File: src/rtl/seg_display_arbiter.sv
// Seven-segment score display arbiter.
// Chooses between the live score, a blinking new-best flash and a pre-game
// countdown; the countdown has highest priority and can queue one best flash
// to play once it completes.
module seg_display_arbiter #(
   parameter int unsigned HOLD_CYCLES = 200_000_000,
   parameter int unsigned BLINK_HALF  = 25_000_000,
   parameter int unsigned STEP_CYCLES = 100_000_000,
   parameter int unsigned CD_START    = 3
) (
   input  logic       clk,
   input  logic       rst,
   input  logic [7:0] score,
   input  logic       best_req,
   input  logic [7:0] best_value,
   input  logic       cd_req,
   output logic [7:0] disp_value,
   output logic       disp_blank,
   output logic [1:0] disp_src,
   output logic       countdown_done,
   output logic       busy
);

   localparam int unsigned MaxHB  = (HOLD_CYCLES > BLINK_HALF) ? HOLD_CYCLES : BLINK_HALF;
   localparam int unsigned MaxCyc = (MaxHB > STEP_CYCLES) ? MaxHB : STEP_CYCLES;
   localparam int unsigned TW     = $clog2(MaxCyc) + 1;

   localparam logic [TW-1:0] HoldLast  = TW'(HOLD_CYCLES - 1);
   localparam logic [TW-1:0] BlinkLast = TW'(BLINK_HALF - 1);
   localparam logic [TW-1:0] StepLast  = TW'(STEP_CYCLES - 1);
   localparam logic [TW-1:0] TOne      = TW'(1);
   localparam logic [7:0]    CdStart   = 8'(CD_START);

   typedef enum logic [1:0] {StScore = 2'd0, StBest = 2'd1, StCount = 2'd2} state_e;

   state_e        state_q, state_d;
   logic [TW-1:0] timer_q, timer_d;   // hold timer in BEST, step timer in COUNT
   logic [TW-1:0] blink_q, blink_d;
   logic          phase_q, phase_d;   // 1 = digits lit
   logic [7:0]    best_val_q, best_val_d;
   logic          pend_q, pend_d;     // best flash queued behind the countdown
   logic [7:0]    cd_val_q, cd_val_d;
   logic          done_d;
   logic [7:0]    value_d;
   logic          blank_d;
   logic [1:0]    src_d;

   // Next-state logic: priority cd_req > best_req > timer expiry.
   always_comb begin
      state_d    = state_q;
      timer_d    = timer_q;
      blink_d    = blink_q;
      phase_d    = phase_q;
      best_val_d = best_val_q;
      pend_d     = pend_q;
      cd_val_d   = cd_val_q;
      done_d     = 1'b0;
      unique case (state_q)
         StScore, StBest: begin
            if (cd_req) begin
               // Any flash in progress is dropped; a coincident best_req is queued.
               state_d  = StCount;
               timer_d  = '0;
               blink_d  = '0;
               phase_d  = 1'b1;
               cd_val_d = CdStart;
               pend_d   = best_req;
               if (best_req) begin
                  best_val_d = best_value;
               end
            end else if (best_req) begin
               state_d    = StBest;
               timer_d    = '0;
               blink_d    = '0;
               phase_d    = 1'b1;
               best_val_d = best_value;
            end else if (state_q == StBest) begin
               if (timer_q == HoldLast) begin
                  state_d = StScore;
                  timer_d = '0;
                  blink_d = '0;
                  phase_d = 1'b1;
               end else begin
                  timer_d = timer_q + TOne;
                  if (blink_q == BlinkLast) begin
                     blink_d = '0;
                     phase_d = ~phase_q;
                  end else begin
                     blink_d = blink_q + TOne;
                  end
               end
            end
         end
         StCount: begin
            if (best_req) begin
               pend_d     = 1'b1;
               best_val_d = best_value;
            end
            if (timer_q == StepLast) begin
               timer_d = '0;
               if (cd_val_q == 8'd1) begin
                  done_d  = 1'b1;
                  blink_d = '0;
                  phase_d = 1'b1;
                  if (pend_d) begin
                     state_d = StBest;
                     pend_d  = 1'b0;
                  end else begin
                     state_d = StScore;
                  end
               end else begin
                  cd_val_d = cd_val_q - 8'd1;
               end
            end else begin
               timer_d = timer_q + TOne;
            end
         end
         default: state_d = StScore;
      endcase
   end

   // Output values follow the next state so they appear one cycle after the cause.
   always_comb begin
      value_d = score;
      blank_d = 1'b0;
      src_d   = 2'd0;
      unique case (state_d)
         StBest: begin
            value_d = best_val_d;
            blank_d = ~phase_d;
            src_d   = 2'd1;
         end
         StCount: begin
            value_d = cd_val_d;
            src_d   = 2'd2;
         end
         default: ;
      endcase
   end

   // State, timers and registered outputs.
   always_ff @(posedge clk) begin
      if (rst) begin
         state_q        <= StScore;
         timer_q        <= '0;
         blink_q        <= '0;
         phase_q        <= 1'b0;
         best_val_q     <= '0;
         pend_q         <= 1'b0;
         cd_val_q       <= '0;
         disp_value     <= '0;
         disp_blank     <= 1'b0;
         disp_src       <= 2'd0;
         countdown_done <= 1'b0;
      end else begin
         state_q        <= state_d;
         timer_q        <= timer_d;
         blink_q        <= blink_d;
         phase_q        <= phase_d;
         best_val_q     <= best_val_d;
         pend_q         <= pend_d;
         cd_val_q       <= cd_val_d;
         disp_value     <= value_d;
         disp_blank     <= blank_d;
         disp_src       <= src_d;
         countdown_done <= done_d;
      end
   end

   assign busy = (disp_src != 2'd0);

endmodule

File: config.mk
export PLATFORM = sky130hd
export DESIGN_NAME = seg_display_arbiter
export DESIGN_NICKNAME = d
export VERILOG_FILES = /design/src/rtl/seg_display_arbiter.sv
export SDC_FILE = /design/constraint.sdc
export NUM_CORES = 1
export LEC_CHECK = 0
export CORE_MARGIN = 2
export CORE_UTILIZATION = 34
export DETAILED_ROUTE_END_ITERATION = 7
export GPL_ROUTABILITY_DRIVEN = 0
export PLACE_DENSITY = 0.51
export SYNTH_ARGS = -nofsm -noshare
export SYNTH_HDL_FRONTEND = slang
export SYNTH_SLANG_ARGS = --single-unit
File: constraint.sdc
create_clock -name clk -period 2.6 [get_ports clk]
set_input_delay 0.26 -clock clk [delete_from_list [all_inputs] [get_ports clk]]
set_output_delay 0.26 -clock clk [all_outputs]
set_load 0.03 [all_outputs]
==> run summary <==
Number of filler cells placed in the layout -> 1288
Worst setup SP type -> flip-flop
Worst reg2reg startpoint -> timer_q[23]
Largest cells by area after synthesis -> dfxtp_1 40%, nor2_1 6.2%, xor2_1 6.0%, nand3_1 2.9%, nand2_1 2.4%
Drt pass-1 iters -> 4
Setup violations, final -> 0
Max-slew headroom -> 46.7%
Crit-path max cell delay -> 0.51 ns
Critical path depth -> 10
Setup crit end -> disp_value[7]
Worst Setup SP -> timer_q[23]
Avg Vias per Cell -> 5.10
Wire length on met3 -> 364 µm
WP buf/inv -> 1
CTS root buf -> clkbuf_16
Final Hold Vio Count -> 0
DR WL/cell -> 14.3 µm
Number of synthesized register bits -> 90
Initial antenna violation count -> 0
Vias in the first global route -> 4018
EDFF count, synth -> 0
Largest net degree at the start of global routing -> 30
Die outline height -> 119 µm
Crit Reg-Reg Endpoint -> disp_value[7]
Area share of the largest cell type after synthesis -> 39.8%
Sequential-to-total area share from yosys stat -> 39.8%
Via count -> 4103
Synthesized cell area -> 0.00453 mm²
Core Area -> 0.0131 mm²
GRT Total Usage -> 16.7%
Synth top cells by count -> 90 x dfxtp_1, 75 x nor2_1, 31 x xor2_1, 29 x nand2_1, 26 x nand3_1
Highest ir drop seen on vdd -> 0.327 mV
Status -> finished clean
Die Wd -> 119 µm
Power per cell area -> 541 mW/mm²
# rows -> 42
Clock latency on the worst-skew pair -> 0.35 ns
Avg Cell Area, Syn -> 8.55 µm²
Fmax -> 391 MHz
Total number of yosys warnings -> 0
Crit-path cells -> nand4_1, or4b_4, nor4_4, nor4b_2, a221oi_4, inv_2, ha_4, nor2b_1, a311oi_1, a221oi_1
CP max-delay cell -> or4b_4
Layout net count -> 649
Switching Fraction -> 25.2%
Crit path arrival time -> 2.79 ns
Clock power share -> 41.9%
Period utilization -> 98.3%
Most common cell in the netlist -> dfxtp_1
RSZ-0062 raised after global routing -> true
Post-Synthesis Cells -> 530
Clk sinks -> 90
DIE AREA -> 0.0143 mm²
Number of distinct library cells after synthesis -> 57
CTS max path bufs -> 2
Total routed wirelength -> 11500 µm
Final cell count without fillers -> 804
Drt initial violations -> 256
Leakage -> 2.18 nW
Top Layer Used -> met4
Gate power share -> 13.7%
FFs w/ async S/R, synth -> 0%
Pwr Total -> 3.24 mW
Cell-internal power -> 2.43 mW
Max-cap violation count -> 0
Worst path required time -> 2.83 ns
Seq pwr share -> 44.4%
Top_reg_cell synth -> dfxtp_1
Final core occ -> 45.6%
Ant diodes -> 0
R2r worst-path depth -> 10
Switching power -> 0.819 mW
Crit. End Element -> flip-flop
Detailed placement HPWL -> 8410 µm
Largest area contributor in the netlist -> dfxtp_1
Synth-to-Final Area Change -> 32.3%
Initial Util -> 34.5%
Worst Hold Class -> primary input to flip-flop
Crit path max-delay family -> simple AND/OR/NAND/NOR gates
Htree depth -> 3
DR WL met2 -> 5320 µm
Min Tclk post-route -> 2.56 ns
Hold Buf Count CTS -> 0
TritonCTS buffer count -> 9
Net Count, Synth -> 556
I/O pin cnt -> 33
Port bufs -> 32
CTS tree -> yes
Antenna viol nets, final -> 0
R2R Setup Slk -> 0.04 ns
First-pass GRT wire length -> 19200 µm
Max-slew violations -> 0
Placed cell count -> 785
Setup Crit Path Kind -> flip-flop to flip-flop
Crit Path Max Fanout -> 7
Measured slew at the worst slew-check pin -> 0.793 ns
DRC Markers -> 0
Fraction of layout cells with a size suffix above 1 -> 20.7%
Worst Skew -> 0.0112 ns
Total gr overflow -> 0
Clock slew at reported path FFs -> 0.07 ns
WL met1 -> 5550 µm
==> worst reg2reg max path, stage by stage (launching register included) <==
cell,delay [ns]
dfxtp_2,0.33
nand4_1,0.11
or4b_4,0.51
nor4_4,0.34
nor4b_2,0.10
a221oi_4,0.32
inv_2,0.09
ha_4,0.19
nor2b_1,0.13
a311oi_1,0.21
a221oi_1,0.11
==> power by group through the flow <==
stage          Combinational [mW]  Sequential (mW)  Clock [mW]
2_1_floorplan               0.214             1.50           0
3_3_place_gp                0.405             1.47           0
3_5_place_dp                0.408             1.47           0
4_1_cts                     0.421             1.44        1.40
5_1_grt                     0.479             1.44        1.46
6_report                    0.444             1.44        1.36
==> worst min path at each step <==
stage / start / end / slack (ns) / depth (start not counted)
5_1_grt: score[2] / disp_value[2] / 0.48 / 3
3_3_place_gp: blink_q[28] / blink_q[28] / 0.47 / 2
4_1_cts: score[2] / disp_value[2] / 0.47 / 3
6_report: score[2] / disp_value[2] / 0.48 / 3
3_5_place_dp: blink_q[28] / blink_q[28] / 0.48 / 2
2_1_floorplan: rst / disp_src[1] / 0.34 / 1
==> timing repair <==
action | in CTS | in global routing
resized for setup | 4 | 17
endpoints found under the setup margin | 7 | 35
pin swaps | 1 | 5
buffers inserted | 1 | 2
==> metal layers <==
layer,global-route usage (%),vias to the layer above
met4,7.21,0
li1,-,2104
met1,21.7,1925
met3,3.02,16
met5,0,-
met2,27.2,58
==> placed cells by master (no fill, tap or decap), types with 4 or more instances in the layout <==
master	instances
nor2_1	74
nor2b_1	10
or4_1	6
clkdlybuf4s50_1	32
a221oi_1	5
xor2_1	31
mux2i_1	7
inv_1	13
and2_1	10
o211ai_1	8
o21ai_0	20
and4_1	6
a21oi_1	20
dfxtp_1	85
buf_4	67
nand4b_1	4
clkbuf_16	9
nand4_1	14
nor4b_1	4
nand2_1	28
nand3_1	26
dfxtp_2	5
nor4_1	6
nand2b_1	5
nor3_1	18
or3_1	12
or2_2	4
nor4b_2	4
and3_1	13
o2111ai_1	8
xnor2_1	11
==> stage by stage <==
stage	worst slack [ns]	setup TNS [ns]	instance area (µm²)	hold slack [ns]
6_report	0.0445	0	6000	0.476
2_1_floorplan	0.0105	0	4600	0.343
3_5_place_dp	-0.0779	-0.455	5570	0.483
3_3_place_gp	0.0168	0	5570	0.468
4_1_cts	0.00553	0	5920	0.472
5_1_grt	-0.109	-0.219	6000	0.478
==> kinds of logic (layout without fill, tap and decap cells) <==
logic type	Yosys count	count (layout)	synth area share, %
xor+xnor	42	42	8.12
flops	90	90	39.8
mux	10	10	2.26
fa+ha+maj	6	6	1.66
buf+inv	36	134	3.42
compound gates	81	81	11.7
simple gates	265	265	33.0
==> sequential cells by signal, summed over array words and instances, names as in the netlist <==
signal          cells
countdown_done      1
phase_q             1
disp_src            2
timer_q            29
best_val_q          8
blink_q            29
cd_val_q            8
state_q             2
pend_q              1
disp_value          8
disp_blank          1
==> cell type report <==
cell class,instances,area [µm²],share of cell area [%]
inverters,14,52.6,0.876
well taps,176,220,3.67
clock inverters,5,62.6,1.04
flip-flops and latches,90,1810,30.2
repair buffers,104,906,15.1
clock buffers,11,253,4.22
multi-input cells,404,2690,44.9
Power figures use the tool's default switching activity.
